## src/rtl/mem_arb_pkg.sv

```systemverilog
// Shared types and width defaults for the IFU/LSU memory-port arbiter.
package mem_arb_pkg;

  typedef enum logic [1:0] {
    ST_IDLE,
    ST_REQ,
    ST_RESP
  } state_t;

  typedef enum logic {
    OWN_IF,
    OWN_LS
  } owner_t;

  localparam int ADDR_W_DEF = 64;
  localparam int DATA_W_DEF = 64;
  localparam int MASK_W_DEF = DATA_W_DEF / 8;
  // Wide enough for the largest allowed MAX_WAIT (15)
  localparam int WAIT_W     = 4;

  function automatic int mask_width(input int data_w);
    return data_w / 8;
  endfunction

endpackage

```

## src/rtl/mem_arb_pick.sv

```systemverilog
// Combinational grant decision between IFU and LSU for one IDLE cycle.
module mem_arb_pick
  import mem_arb_pkg::*;
#(
  parameter int LSU_PRIO = 1,
  parameter int MAX_WAIT = 4
) (
  input  logic              if_valid,
  input  logic              ls_valid,
  input  owner_t            last_owner,
  input  logic [WAIT_W-1:0] wait_cnt,
  output logic              grant_if,
  output logic              grant_ls
);

  logic if_wins_tie;

  always_comb begin
    if_wins_tie = 1'b0;
    if (LSU_PRIO != 0) begin
      // LSU normally wins; a starved IFU is forced through once
      if_wins_tie = (wait_cnt == WAIT_W'(MAX_WAIT));
    end else begin
      if_wins_tie = (last_owner == OWN_LS);
    end
  end

  assign grant_if = if_valid & (~ls_valid | if_wins_tie);
  assign grant_ls = ls_valid & (~if_valid | ~if_wins_tie);

endmodule

```

## src/rtl/mem_port_arbiter.sv

```systemverilog
// Serialises IFU fetches and LSU loads/stores onto one memory port,
// one transaction outstanding, IDLE -> REQ -> RESP.
module mem_port_arbiter
  import mem_arb_pkg::*;
#(
  parameter int ADDR_W   = ADDR_W_DEF,
  parameter int DATA_W   = DATA_W_DEF,
  parameter int LSU_PRIO = 1,
  parameter int MAX_WAIT = 4
) (
  input  logic                clk,
  input  logic                rst_n,
  input  logic                if_req_valid,
  output logic                if_req_ready,
  input  logic [ADDR_W-1:0]   if_req_addr,
  output logic                if_resp_valid,
  output logic [DATA_W-1:0]   if_resp_rdata,
  input  logic                ls_req_valid,
  output logic                ls_req_ready,
  input  logic                ls_req_write,
  input  logic [ADDR_W-1:0]   ls_req_addr,
  input  logic [DATA_W-1:0]   ls_req_wdata,
  input  logic [DATA_W/8-1:0] ls_req_wmask,
  output logic                ls_resp_valid,
  output logic [DATA_W-1:0]   ls_resp_rdata,
  output logic                mem_req_valid,
  input  logic                mem_req_ready,
  output logic                mem_req_write,
  output logic [ADDR_W-1:0]   mem_req_addr,
  output logic [DATA_W-1:0]   mem_req_wdata,
  output logic [DATA_W/8-1:0] mem_req_wmask,
  input  logic                mem_resp_valid,
  input  logic [DATA_W-1:0]   mem_resp_rdata,
  output logic                arb_err
);

  localparam int MASK_W = mask_width(DATA_W);

  state_t              state_reg;
  owner_t              owner_reg;
  owner_t              last_owner_reg;
  logic [WAIT_W-1:0]   wait_cnt_reg;
  logic                arb_err_reg;
  logic                write_reg;
  logic [ADDR_W-1:0]   addr_reg;
  logic [DATA_W-1:0]   wdata_reg;
  logic [MASK_W-1:0]   wmask_reg;

  logic grant_if, grant_ls;
  logic in_idle, accept_if, accept_ls, take_resp, spurious;

  mem_arb_pick #(
    .LSU_PRIO(LSU_PRIO),
    .MAX_WAIT(MAX_WAIT)
  ) u_pick (
    .if_valid  (if_req_valid),
    .ls_valid  (ls_req_valid),
    .last_owner(last_owner_reg),
    .wait_cnt  (wait_cnt_reg),
    .grant_if  (grant_if),
    .grant_ls  (grant_ls)
  );

  // Combinational outputs are held low while reset is asserted
  assign in_idle   = rst_n && (state_reg == ST_IDLE);
  assign accept_if = in_idle && grant_if;
  assign accept_ls = in_idle && grant_ls;
  assign take_resp = rst_n && mem_resp_valid &&
                     ((state_reg == ST_RESP) || (state_reg == ST_REQ && mem_req_ready));
  assign spurious  = mem_resp_valid &&
                     ((state_reg == ST_IDLE) || (state_reg == ST_REQ && !mem_req_ready));

  assign if_req_ready  = accept_if;
  assign ls_req_ready  = accept_ls;
  assign if_resp_valid = take_resp && (owner_reg == OWN_IF);
  assign ls_resp_valid = take_resp && (owner_reg == OWN_LS);
  assign if_resp_rdata = if_resp_valid ? mem_resp_rdata : '0;
  assign ls_resp_rdata = (ls_resp_valid && !write_reg) ? mem_resp_rdata : '0;

  assign mem_req_valid = rst_n && (state_reg == ST_REQ);
  assign mem_req_write = write_reg;
  assign mem_req_addr  = addr_reg;
  assign mem_req_wdata = wdata_reg;
  assign mem_req_wmask = wmask_reg;
  assign arb_err       = arb_err_reg;

  always_ff @(posedge clk) begin
    if (!rst_n) begin
      state_reg      <= ST_IDLE;
      owner_reg      <= OWN_IF;
      last_owner_reg <= OWN_IF;
      wait_cnt_reg   <= '0;
      arb_err_reg    <= 1'b0;
      write_reg      <= 1'b0;
      addr_reg       <= '0;
      wdata_reg      <= '0;
      wmask_reg      <= '0;
    end else begin
      case (state_reg)
        ST_IDLE: begin
          if (accept_if || accept_ls) begin
            owner_reg      <= accept_ls ? OWN_LS : OWN_IF;
            last_owner_reg <= accept_ls ? OWN_LS : OWN_IF;
            addr_reg       <= accept_ls ? ls_req_addr : if_req_addr;
            write_reg      <= accept_ls && ls_req_write;
            wdata_reg      <= (accept_ls && ls_req_write) ? ls_req_wdata : '0;
            wmask_reg      <= (accept_ls && ls_req_write) ? ls_req_wmask : '0;
            state_reg      <= ST_REQ;
          end
        end
        ST_REQ: begin
          if (mem_req_ready) begin
            state_reg <= mem_resp_valid ? ST_IDLE : ST_RESP;
          end
        end
        ST_RESP: begin
          if (mem_resp_valid) begin
            state_reg <= ST_IDLE;
          end
        end
        default: state_reg <= ST_IDLE;
      endcase

      if (spurious) begin
        arb_err_reg <= 1'b1;
      end

      // Counts lost ties for the IFU; only meaningful with fixed priority
      if (!if_req_valid || accept_if) begin
        wait_cnt_reg <= '0;
      end else if ((LSU_PRIO != 0) && accept_ls &&
                   (wait_cnt_reg < WAIT_W'(MAX_WAIT))) begin
        wait_cnt_reg <= wait_cnt_reg + 1'b1;
      end
    end
  end

endmodule

```

## config.mk

```make
export PLATFORM = sky130hd
export DESIGN_NAME = mem_port_arbiter
export DESIGN_NICKNAME = d
export VERILOG_FILES = /design/src/rtl/mem_arb_pkg.sv /design/src/rtl/mem_arb_pick.sv /design/src/rtl/mem_port_arbiter.sv
export SDC_FILE = /design/constraint.sdc
export NUM_CORES = 1
export LEC_CHECK = 0
export ABC_AREA = 1
export CORE_AREA = 5 5 207 209
export DETAILED_ROUTE_END_ITERATION = 12
export DIE_AREA = 0 0 212 214
export GPL_TIMING_DRIVEN = 0
export SYNTH_ARGS = -nofsm -noshare
export SYNTH_HDL_FRONTEND = slang
export SYNTH_SLANG_ARGS = --single-unit
```

## constraint.sdc

```tcl
create_clock -name clk -period 2.1 [get_ports clk]
set_clock_uncertainty 0.15 [all_clocks]
set_input_delay 0.42 -clock clk [delete_from_list [all_inputs] [get_ports clk]]
set_output_delay 0.42 -clock clk [all_outputs]
set_load 0.05 [all_outputs]
```

==> results list <==
- The final reports fail on setup timing.
- Delay-heaviest family, CP: buffers and inverters
* Post-synthesis net count: roughly 1500
- The worst hold path was traced through 2 stages.
* Post-DP HPWL: just under 40 mm
- Number of buffer and inverter instances along the worst setup path: 4
* Topmost layer with routed signal wires: met5
* Synth Cell Area: around 7900 um2
- In this run the tool buffered the top-level ports with between 500 and 600 buffer cells.
* Filler cell count: just over 4000
* Final worst path period share: 1.224
* Fmax: around 390 MHz
- After synthesis the netlist holds a flip-flop and latch count of approximately 150.
* Clock Path Buffers: 2
- The die covers 45370 um2.
- Layout Utilization: 0.4161
- After synthesis, the netlist uses 22 different library cells.
- CTS saw around 150 sinks.
* Number of vias per cell: between 4 and 5
- The via count of the first global-routing pass came to about 11000.
- Total routing usage reported by global routing: 0.2006
- Leftover overflow at the end of global routing: 0
* Buffer type at the clock tree root: clkbuf_16
- At the worst endpoint, the required time is 1.53 ns.
- # nets final: approximately 2100
- Worst r2r src: wait_cnt_reg[0]
- Storage cell area: 2908 um2
* Met2 WL post-DR: around 25 mm
- In the synthesized netlist the async set-or-reset flop fraction comes to 0.
- The clock reaches the later pin of the worst-skew pair after about 0.44 ns.
- LEAKAGE: roughly 0.0097 uW
* Power per Cell Area: between 500 and 600 nW/um2
- Gate count after technology mapping: approximately 1200
- In this run the horizontal extent of the chip is 212 um.
* Startpoint Class: register
- The detail route stage leaves a number of antenna-violating nets equal to 0.
* Slew Viols, Final: 0
- Status: finished with violations
- Internal reg-to-reg setup slack: between 0.1 and 0.15 ns
* Inserted Clock Buffers: 17
- Transition time at the pin with the least slew margin: a little under 0.7 ns
- Number of optimization iterations in the first detailed-route pass: 5
* Minimum clock period: 2.571 ns
- Hold Crit Class: input pin to register
- The initial antenna violation count was 14.
* H-tree Lvls: 4
- Most frequent cell after synthesis: nand2_1
- Primary FF master, synth: dfxtp_1
- TritonCTS built the clock tree.
- Cell with the largest stage delay on the worst path: dfxtp_2
* Total power consumption of the routed design: between 8000 and 9000 uW
* Die height: between 200 and 250 um
- The critical path starts at state_reg[1].
- Clock edge transition at the registers on the reported setup and hold paths: 0.06 ns
- Along the worst path, the maximum fanout reaches 6.
- IR analysis of the VDD net gives a maximum drop of 509.8 uV.
* Post-synth EDFFs: 0
- Wire length reported by the detailed router: approximately 48 mm
- The biggest area contributor in the post-synthesis netlist is dfxtp_1.
* Worst stage delay on the critical path: around 0.35 ns
* Routed metal-1 wire length: 16.07 mm
* First-pass GRT wire length: roughly 70 mm
- The final route contains 10180 vias.
* Portion of the post-synthesis area used by sequential elements: 0.3662
* Largest cells by area after synthesis: dfxtp_1 (37%), nand2_1 (13%), inv_1 (9.8%), nand3_1 (8.5%), nor2_1 (6.4%)
- In this run the core area contains 74 standard-cell rows.
- Dividing the detail-routed wire length by the instance count gives around 20 um.
* Effective utilization at floorplan: 0.1950
* Synthesized area divided by synthesized cell count: approximately 6.4 um2
* Final hold slack: 0.1568 ns
- Core box area: about 41000 um2
* Maximum number of pins on one net before global-route repair: 17
* Count of hold-fix buffers inserted at cts: 0
- Post-route DRC violation count: 0
- Chain of cells forming the critical path: inv_4, o21ai_4, nand2_2, nor2_4, buf_12, nand2_8, buf_12, nor2_4, buf_8
- The multi-input combinational cells in the finished layout cover a total of 4690 um2.
- For the worst setup path, the data arrival time is 2.00 ns.
- From synthesis to final layout, the design area changed by 113.4%.
- Num ports: 542
- Final setup violation count: 132
* Worst Hold End: state_reg[1]
- The congestion estimate from routability-driven global placement came to 0.9211.
- The Yosys step of the flow raised 0 warnings.
- Final worst slack: -0.4710 ns
* RSZ-0062 raised after global routing: yes
- Worst R2R Path Depth: 7
* Final Hold Fails: 0
* Most frequent cells after synthesis: nand2_1 (282), inv_1 (207), dfxtp_1 (145)
* Top cell type's share of synthesized area: 0.3662
- Type of destination of the critical path: primary output
- Worst R2R End: mem_req_wdata[57]
- Ratio of cells with drive above 1 in the final layout: 0.2261
- After the first detailed-routing iteration, the DRC count stood at between 300 and 400.
* Hold wc startpoint: mem_resp_valid
* TNS Setup: -49.04 ns
- The critical path is of the register to primary output type.
- The routed design uses roughly 4.7 mm of met3 wire.
- MaxCap Viol Count: 0
* Final Instance Count excl. Fillers: between 2000 and 2500
- Max_slew headroom: 0.5453
* Placed Cells incl. Taps: 2306
what timing repair did:
action	CTS	global route
setup endpoints to repair	297	388
cloned	9	0
pin swaps	10	10
buffers inserted	12	6
resized for setup	1079	254
stage by stage:
step	area [um2]	worst slack, ns
floorplan	8576	-0.1632
global placement	14640	-1.318
detailed placement	14640	-1.318
CTS	16370	-0.5006
global route	16920	-0.5618
finish	16920	-0.4710
where the power goes:
group,switching (uW),leakage (uW),internal (uW)
logic,1700,0.00820,1190
registers,83.0,0.00119,2930
clock network,1310,0.000277,1780
cell usage in the layout (no fill, tap or decap), types with 3 or more instances in the layout:
master	instances
clkbuf_1	17
inv_1	204
clkbuf_16	17
nand2_2	5
nand3_1	132
buf_8	52
a21oi_1	76
nand2_1	278
nor2_2	3
buf_2	20
inv_2	3
diode_2	6
buf_16	4
buf_6	96
nand3b_1	64
nor2_4	128
dlymetal6s2s_1	138
clkinv_2	3
clkdlybuf4s50_1	266
clkinvlp_4	3
buf_1	8
clkbuf_4	4
nand4_1	74
clkinv_4	3
buf_12	22
clkbuf_2	13
dfxtp_1	143
nor2_1	8
buf_4	22
worst max-delay path by stage:
stage                                    to  cells past startpoint
after floorplan           ls_resp_rdata[10]                      8
after global placement     if_resp_rdata[4]                      7
after detailed placement   if_resp_rdata[4]                      7
after CTS                 if_resp_rdata[62]                      9
after global routing      ls_resp_rdata[21]                      9
final                      ls_resp_rdata[8]                      9
logic make-up after synthesis:
logic type	after synthesis	share of synthesized area
adders and majority gates	2	0.003156
DFF	145	0.3662
and+or+nand+nor	697	0.4086
buffers and inverters	312	0.1722
AOI/OAI and AO/OA	79	0.04987
metal layers:
metal,up-vias,GRT usage
li1,5036,-
met1,4647,0.1914
met2,407,0.3751
met3,78,0.08354
met4,14,0.08246
met5,-,0
final cells by class:
| type | instances | share of cell area |
|---|---|---|
| flip-flops and latches | 145 | 0.1719 |
| diodes | 6 | 0.0008876 |
| multi-input cells | 779 | 0.2772 |
| inverters | 209 | 0.04682 |
| clock buffers | 20 | 0.02641 |
| repair buffers | 562 | 0.3833 |
| well taps | 532 | 0.03935 |
| clock inverters | 12 | 0.007841 |
| plain buffers | 100 | 0.04623 |
(Power assumes the default switching activity.)
